==> src/rtl/alu_pkg.sv <==
// Shared ALU definitions: sequencer states and logic-unit select encodings.
package alu_pkg;

  typedef enum logic [2:0] {
    StLoadA,
    StLoadB,
    StExec,
    StSendHi,
    StSendLo
  } state_e;

  localparam logic [1:0] SEL_AND_NAND = 2'b00;
  localparam logic [1:0] SEL_OR_NOR   = 2'b01;
  localparam logic [1:0] SEL_XOR_XNOR = 2'b10;
  localparam logic [1:0] SEL_NOT      = 2'b11;

endpackage

==> src/rtl/logic_sequencer.sv <==
// Collects two operands plus a select from a 16-bit stream, drives logic_unit,
// and returns the registered 32-bit result as two 16-bit beats.
module logic_sequencer
  import alu_pkg::*;
#(
  parameter int unsigned WIDTH = 16
) (
  input  logic               clk,
  input  logic               rst,
  input  logic [WIDTH-1:0]   in_data,
  input  logic [1:0]         in_sel,
  input  logic               in_valid,
  output logic               in_ready,
  output logic [2*WIDTH-1:0] logic_in,
  output logic [1:0]         logic_lines,
  input  logic [2*WIDTH-1:0] logic_out,
  output logic [WIDTH-1:0]   out_data,
  output logic               out_valid,
  input  logic               out_ready,
  output logic               out_last,
  output logic               busy
);

  state_e             state_q, state_d;
  logic [WIDTH-1:0]   op1_q, op1_d, op2_q, op2_d;
  logic [1:0]         sel_q, sel_d;
  logic [2*WIDTH-1:0] res_q, res_d;

  always_ff @(posedge clk) begin
    if (rst) begin
      state_q <= StLoadA;
      op1_q   <= '0;
      op2_q   <= '0;
      sel_q   <= '0;
      res_q   <= '0;
    end else begin
      state_q <= state_d;
      op1_q   <= op1_d;
      op2_q   <= op2_d;
      sel_q   <= sel_d;
      res_q   <= res_d;
    end
  end

  always_comb begin
    state_d = state_q;
    op1_d   = op1_q;
    op2_d   = op2_q;
    sel_d   = sel_q;
    res_d   = res_q;
    case (state_q)
      StLoadA: begin
        if (in_valid) begin
          op1_d   = in_data;
          state_d = StLoadB;
        end
      end
      StLoadB: begin
        if (in_valid) begin
          op2_d   = in_data;
          sel_d   = in_sel;
          state_d = StExec;
        end
      end
      StExec: begin
        res_d   = logic_out;
        state_d = StSendHi;
      end
      StSendHi: if (out_ready) state_d = StSendLo;
      StSendLo: if (out_ready) state_d = StLoadA;
      default:  state_d = StLoadA;
    endcase
  end

  // Outputs decode the state only; rst forces the idle/zero view while asserted.
  always_comb begin
    in_ready    = 1'b0;
    out_valid   = 1'b0;
    out_last    = 1'b0;
    out_data    = '0;
    busy        = 1'b0;
    logic_in    = '0;
    logic_lines = '0;
    if (!rst) begin
      logic_in    = {op1_q, op2_q};
      logic_lines = sel_q;
      busy        = (state_q != StLoadA);
      case (state_q)
        StLoadA, StLoadB: in_ready = 1'b1;
        StSendHi: begin
          out_valid = 1'b1;
          out_data  = res_q[2*WIDTH-1:WIDTH];
        end
        StSendLo: begin
          out_valid = 1'b1;
          out_last  = 1'b1;
          out_data  = res_q[WIDTH-1:0];
        end
        default: ;
      endcase
    end
  end

endmodule

==> config.mk <==
export PLATFORM = sky130hd
export DESIGN_NAME = logic_sequencer
export DESIGN_NICKNAME = d
export VERILOG_FILES = /design/src/rtl/alu_pkg.sv /design/src/rtl/logic_sequencer.sv
export SDC_FILE = /design/constraint.sdc
export NUM_CORES = 1
export LEC_CHECK = 0
export BUFFER_PORTS_ARGS = -buffer_cell sky130_fd_sc_hd__buf_2
export CORE_UTILIZATION = 55
export CTS_CLUSTER_SIZE = 10
export DETAILED_ROUTE_END_ITERATION = 8
export GPL_TIMING_DRIVEN = 0
export PLACE_DENSITY = 0.82
export SETUP_SLACK_MARGIN = 0.15
export SYNTH_ARGS = -nofsm -noshare
export SYNTH_HDL_FRONTEND = slang
export SYNTH_SLANG_ARGS = --single-unit
export TNS_END_PERCENT = 10
==> constraint.sdc <==
create_clock -name clk -period 2.3 [get_ports clk]
set_input_delay 0.345 -clock clk [delete_from_list [all_inputs] [get_ports clk]]
set_output_delay 0.345 -clock clk [all_outputs]
set_load 0.02 [all_outputs]
==> impl_metrics.toml, run 1 <==
[outcome]
status = "finished, final reports clean"

[timing]
fin_crit_ns = 2.09
worst_pin_slew_ns = 0.534
fmax_mhz = 479
rsz0062_at_grt = "false"
setup_violations = 0
finalHoldViolCount = 0
whs_ns = 0.254
fin_crit_sh_pct = 90.8
drv_slew = 0
clock_skew_ns = 0.00722
worst_slack_ns = 0.212
tns_ns = 0
relSlewSlack_pct = 64.4

[floorplan]
dieArea_um2 = 6450
die_height_um = 80.3
initial_core_util_pct = 57.0
core-area_um2 = 5920
rows = 28
die_width_um = 80.3
io-pin-count = 108

[synth]
syn_area_per_cell_um2 = 9.86
ys_types = 23
syn_area_um2 = 3370
synth_cells = 342
yosys_register_bits = 69
ys_seq_area_share_pct = 40.9
synthesis.nets = 396
yosysWarnings = 0

[clock_network]
clk_path_buf_depth = 2
clkTransAtPathRegs_ns = 0.08
cts_buffers = 9
cts_max_level = 3
cts_tree = "built"
clk_latency_ns = 0.34
root_buffer = "clkbuf_8"
cts.sinks = 69

[detailed_routing]
drtPass1Iterations = 6
vias_per_cell = 4.89
wl_um = 7670
wire_per_inst_um = 14.1
ant_nets = 0
post-route-drc-count = 0
vias = 2666
drtIter0Drc = 119

[worst_setup_path]
end_kind = "output port"
reg2reg_depth = 6
cp.arrival_ns = 1.74
crit_path_start_kind = "flip-flop"
cp_max_fo = 10
r2r-end = "op1_q[6]"
rrSetupSlack_ns = 0.75
crit_type = "flip-flop to output port"
worstPathRequired_ns = 1.96
r2r_start = "state_q[2]"

[min_path]
hold_path.class = "input pin to flip-flop"
hp-start = "logic_out[10]"
min_path_cells = 3
hold_path_end = "res_q[10]"

[global_routing]
grt_max_degree = 13
grt_pass1_vias = 2446
overflow = 0
grt_pass1_wl_um = 11400
grtUsageTotal_pct = 23.6
antenna_found_initial = 0

[placement]
routabilityCongestion = 0.750
place_ws_ns = 0.389
placed_area_um2 = 4000
io_buffers = 107
hpwl_um = 5440
dp_cells = 524

[layout]
stdcell_count = 545
postLayoutCellArea_um2 = 4280
area_growth_pct = 26.8
layout-drive-gt1-share_pct = 34.9
nets = 519
diodes = 0
fill_cells = 463

[job]
maxCapViolCount = 0

[power_and_ir_drop]
vdd_ir_drop_max_uv = 564
power_leakage_nw = 2.14
power_density_nw_per_um2 = 650
worst max-delay path by stage:
stage	cells past startpoint	slack, ns	endpoint	startpoint
after floorplan	4	0.67	out_data[10]	state_q[0]
after global placement	5	0.41	out_data[8]	rst
after detailed placement	5	0.39	out_data[7]	rst
after CTS	6	0.15	out_data[7]	state_q[2]
after global routing	6	0.16	out_data[7]	state_q[1]
final	6	0.21	out_data[7]	state_q[1]
placed cells by master (no fill, tap or decap), drive strengths merged, types with 2 or more instances in the layout:
cell type    n
a22o        16
and4bb       2
buf        127
bufinv       2
clkbuf      22
clkinv       3
dfxtp       69
inv         32
mux2         4
mux2i       64
nand2b     112
nor2b        4
nor3         3
nor4b        2
synthesized netlist by cell type, drive strengths merged:
| library cell | instances | area share, % |
|---|---|---|
| a2111oi | 1 | 0.44 |
| nor2 | 1 | 0.11 |
| and4bb | 2 | 0.74 |
| a21bo | 1 | 0.30 |
| nor3b | 1 | 0.22 |
| nor3 | 3 | 0.44 |
| or2 | 1 | 0.19 |
| a211oi | 1 | 0.22 |
| nand3b | 1 | 0.22 |
| nor4b | 2 | 1.1 |
| buf | 15 | 3.8 |
| mux2i | 64 | 19 |
| nand2b | 112 | 21 |
| clkbuf | 12 | 1.3 |
| a22o | 16 | 4.5 |
| nor2b | 4 | 0.74 |
| mux2 | 4 | 1.3 |
| dfxtp | 69 | 41 |
| inv | 32 | 3.6 |
critical path: stages, from the launching register on:
cell      delay [ns]
dfxtp_1         0.32
buf_6           0.14
and4bb_2        0.23
buf_6           0.14
buf_6           0.14
a22o_2          0.27
buf_4           0.15
metrics by stage:
stage / util, % / power [W]
global route: 72.3 / 0.00289
floorplan: - / 0.00157
global placement: 67.6 / 0.00169
detailed placement: 67.6 / 0.00170
finish: 72.3 / 0.00278
CTS: 71.7 / 0.00280
power breakdown:
part / switching [W] / leakage, nW / total [W] / internal [W]
Clock: 0.000470 / 0.112 / 0.00111 / 0.000638
Sequential: 0.0000242 / 0.562 / 0.00128 / 0.00126
Combinational: 0.000202 / 1.47 / 0.000391 / 0.000189
Total: 0.000696 / 2.14 / 0.00278 / 0.00209
metal layers:
| metal | part of all wire, % | vias to the layer above | global-route usage (%) | wire, µm |
|---|---|---|---|---|
| met1 | 45 | 1237 | 28.7 | 3450 |
| met4 | 1.4 | 0 | 8.21 | 107 |
| met5 | 0 | - | 0 | 0 |
| met3 | 4.8 | 8 | 6.02 | 372 |
| met2 | 49 | 73 | 40.3 | 3740 |
| li1 | - | 1348 | - | - |
final cells by class:
type                            instances  area (µm²)  share of cell area (%)
Clock buffer                           10         138                    3.22
Timing Repair Buffer                  112         576                    13.5
Sequential cell                        69        1380                    32.3
Inverter                               32         120                    2.81
Clock inverter                          6        86.3                    2.02
Buffer                                 27         183                    4.27
Tap cell                               75        93.8                    2.19
Multi-Input combinational cell        214        1700                    39.7
cells by family after synthesis:
| family | share of synthesized area (%) |
|---|---|
| AO/OA/AOI/OAI | 5.45 |
| buffers and inverters | 8.68 |
| flip-flops | 40.9 |
| multiplexers | 20.3 |
| AND/OR/NAND/NOR | 24.6 |
state kept, by name, indices dropped and copies added (netlist names):
| register | cells |
|---|---|
| op2_q | 16 |
| state_q | 3 |
| op1_q | 16 |
| sel_q | 2 |
| res_q | 32 |
timing repair:
| item | in CTS | in global routing |
|---|---|---|
| gates resized for setup | 2 | 3 |
| hold buffers | 0 | 0 |
| endpoints found under the setup margin | 9 | 10 |
| pin swaps | 1 | 0 |
| setup buffers | 2 | 3 |
(Power assumes the default switching activity.)
==> inputs of run 2 (changes only) <==
--- a/config.mk
+++ b/config.mk
@@ -6,7 +6,9 @@
 export NUM_CORES = 1
 export LEC_CHECK = 0
 export BUFFER_PORTS_ARGS = -buffer_cell sky130_fd_sc_hd__buf_2
-export CORE_UTILIZATION = 55
+export CELL_PAD_IN_SITES_DETAIL_PLACEMENT = 1
+export CELL_PAD_IN_SITES_GLOBAL_PLACEMENT = 2
+export CORE_UTILIZATION = 33
 export CTS_CLUSTER_SIZE = 10
 export DETAILED_ROUTE_END_ITERATION = 8
 export GPL_TIMING_DRIVEN = 0
==> run 2 against run 1 <==
Net effect: maximum frequency rose by 0.25%; wire length rose by 12%; largest power group unchanged; clock skew rose by 0.0018 ns; non-clock buffer count rose by 1; via count rose by 1.5%; final cell count rose by 11%; design area rose by 1.4%.
==> impl_metrics.toml, run 2 (synthesized netlist as in run 1, its figures left out) <==
[outcome]
status = "finished, final reports clean"

[worst_setup_path]
crit_type = "flip-flop to output port"
cp_slowest_cell = "dfxtp_1"
cp.arrival_ns = 1.74
worstPathRequired_ns = 1.96
crit_family = "buffers and inverters"
path_cells = "buf_6, and4bb_2, buf_6, buf_8, a22o_2, buf_4"
crit_path_start_kind = "flip-flop"
path_buf_inv = 4
slowest_delay_ns = 0.33
end_kind = "output port"
cp_max_fo = 10
worst_path_most_repeated_cell = "buf_6"

[job]
maxCapViolCount = 0

[clock_network]
cts_buffers = 9
cts.sinks = 69
root_buffer = "clkbuf_8"
cts_tree = "built"
clkTransAtPathRegs_ns = 0.08
hold_buffers = 0
clk_latency_ns = 0.34
cts_max_level = 3
clk_path_buf_depth = 2

[layout]
largest_reg_flops = 32
area_growth_pct = 28.6
nets = 520
stdcell_count = 604
top_regs = "res_q (32), op1_q (16), op2_q (16)"
diodes = 0
layout_common_cells = "nand2b_1 (112), buf_2 (107), dfxtp_1 (68)"
max_flop_register = "res_q"
layout-drive-gt1-share_pct = 34.6
layout_commonest_cell = "nand2b_1"

[timing]
tns_ns = 0
whs_ns = 0.255
drv_slew = 0
fmax_mhz = 480
clock_skew_ns = 0.00905
fin_crit_sh_pct = 90.6
rsz0062_at_grt = "false"
setup_violations = 0
finalHoldViolCount = 0
fin_crit_ns = 2.08
worst_slack_ns = 0.217
relSlewSlack_pct = 68.5
worst_pin_slew_ns = 0.473

[min_path]
hold_path.class = "input pin to flip-flop"

[floorplan]
die_height_um = 103
initial_core_util_pct = 34.4
io-pin-count = 108
core-area_um2 = 9820
dieArea_um2 = 10600
rows = 36
die_width_um = 103

[detailed_routing]
wire_per_inst_um = 14.3
vias_per_cell = 4.48
drtIter0Drc = 61
drtPass1Iterations = 4
ant_nets = 0
wl_um = 8620
vias = 2706
post-route-drc-count = 0

[power_and_ir_drop]
vdd_ir_drop_max_uv = 285
power_density_nw_per_um2 = 614
power_leakage_nw = 2.13
p_total_w = 0.00266

[placement]
io_buffers = 107
routabilityCongestion = 0.774
place_ws_ns = 0.329
dp_cells = 582
hpwl_um = 6380

[global_routing]
antenna_found_initial = 0
grt_pass1_wl_um = 13400
overflow = 0
grtUsageTotal_pct = 16.9
grt_max_degree = 12
grt_pass1_vias = 2772
[run 2: timing repair]
action | CTS | global route
endpoints found under the hold margin | 0 | 0
pin swaps | 1 | 1
setup endpoints to repair | 18 | 10
gates resized for setup | 2 | 6
buffers inserted | 2 | 4
[run 2: report_power, final]
part	switching [W]	internal, W	total, W
logic	0.000204	0.000190	0.000394
clock network	0.000456	0.000528	0.000984
registers	0.0000244	0.00126	0.00128
[run 2: worst paths after layout]
| kind | from | to | slack [ns] | depth (start not counted) |
|---|---|---|---|---|
| worst min register to register | res_q[2] | res_q[2] | 0.48 | 2 |
| worst min-delay path | logic_out[8] | res_q[8] | 0.25 | 3 |
| worst max-delay path | state_q[2] | out_data[14] | 0.22 | 6 |
| worst max register to register | state_q[2] | op2_q[5] | 0.89 | 5 |
[run 2: metrics by stage]
stage	util [%]	cell area [µm²]
finish	44.2	4340
global route	44.2	4340
CTS	43.7	4290
detailed placement	41.5	4080
global placement	41.5	4080
floorplan	-	3370
[run 2: final cells by class]
cell class / count / area (µm²)
clock buffers: 12 / 145
fillers: 1209 / 5480
repair buffers: 113 / 586
clock inverters: 4 / 47.5
inverters: 32 / 120
flip-flops and latches: 69 / 1380
well taps: 133 / 166
plain buffers: 27 / 190
multi-input cells: 214 / 1700
[run 2: worst reg2reg max path, cell delays in order (launching register included)]
cell and delay (ns):
dfxtp_1 0.31, buf_6 0.13, and4bb_2 0.28, buf_4 0.20, buf_6 0.21, mux2i_1 0.21
[run 2: layer usage]
metal | up-vias | wire length [µm] | global-route usage, %
met5 | - | 0 | 0
met4 | 0 | 147 | 5.53
met3 | 14 | 472 | 5.29
met2 | 71 | 4220 | 29.6
met1 | 1273 | 3780 | 19.6
li1 | 1348 | - | -
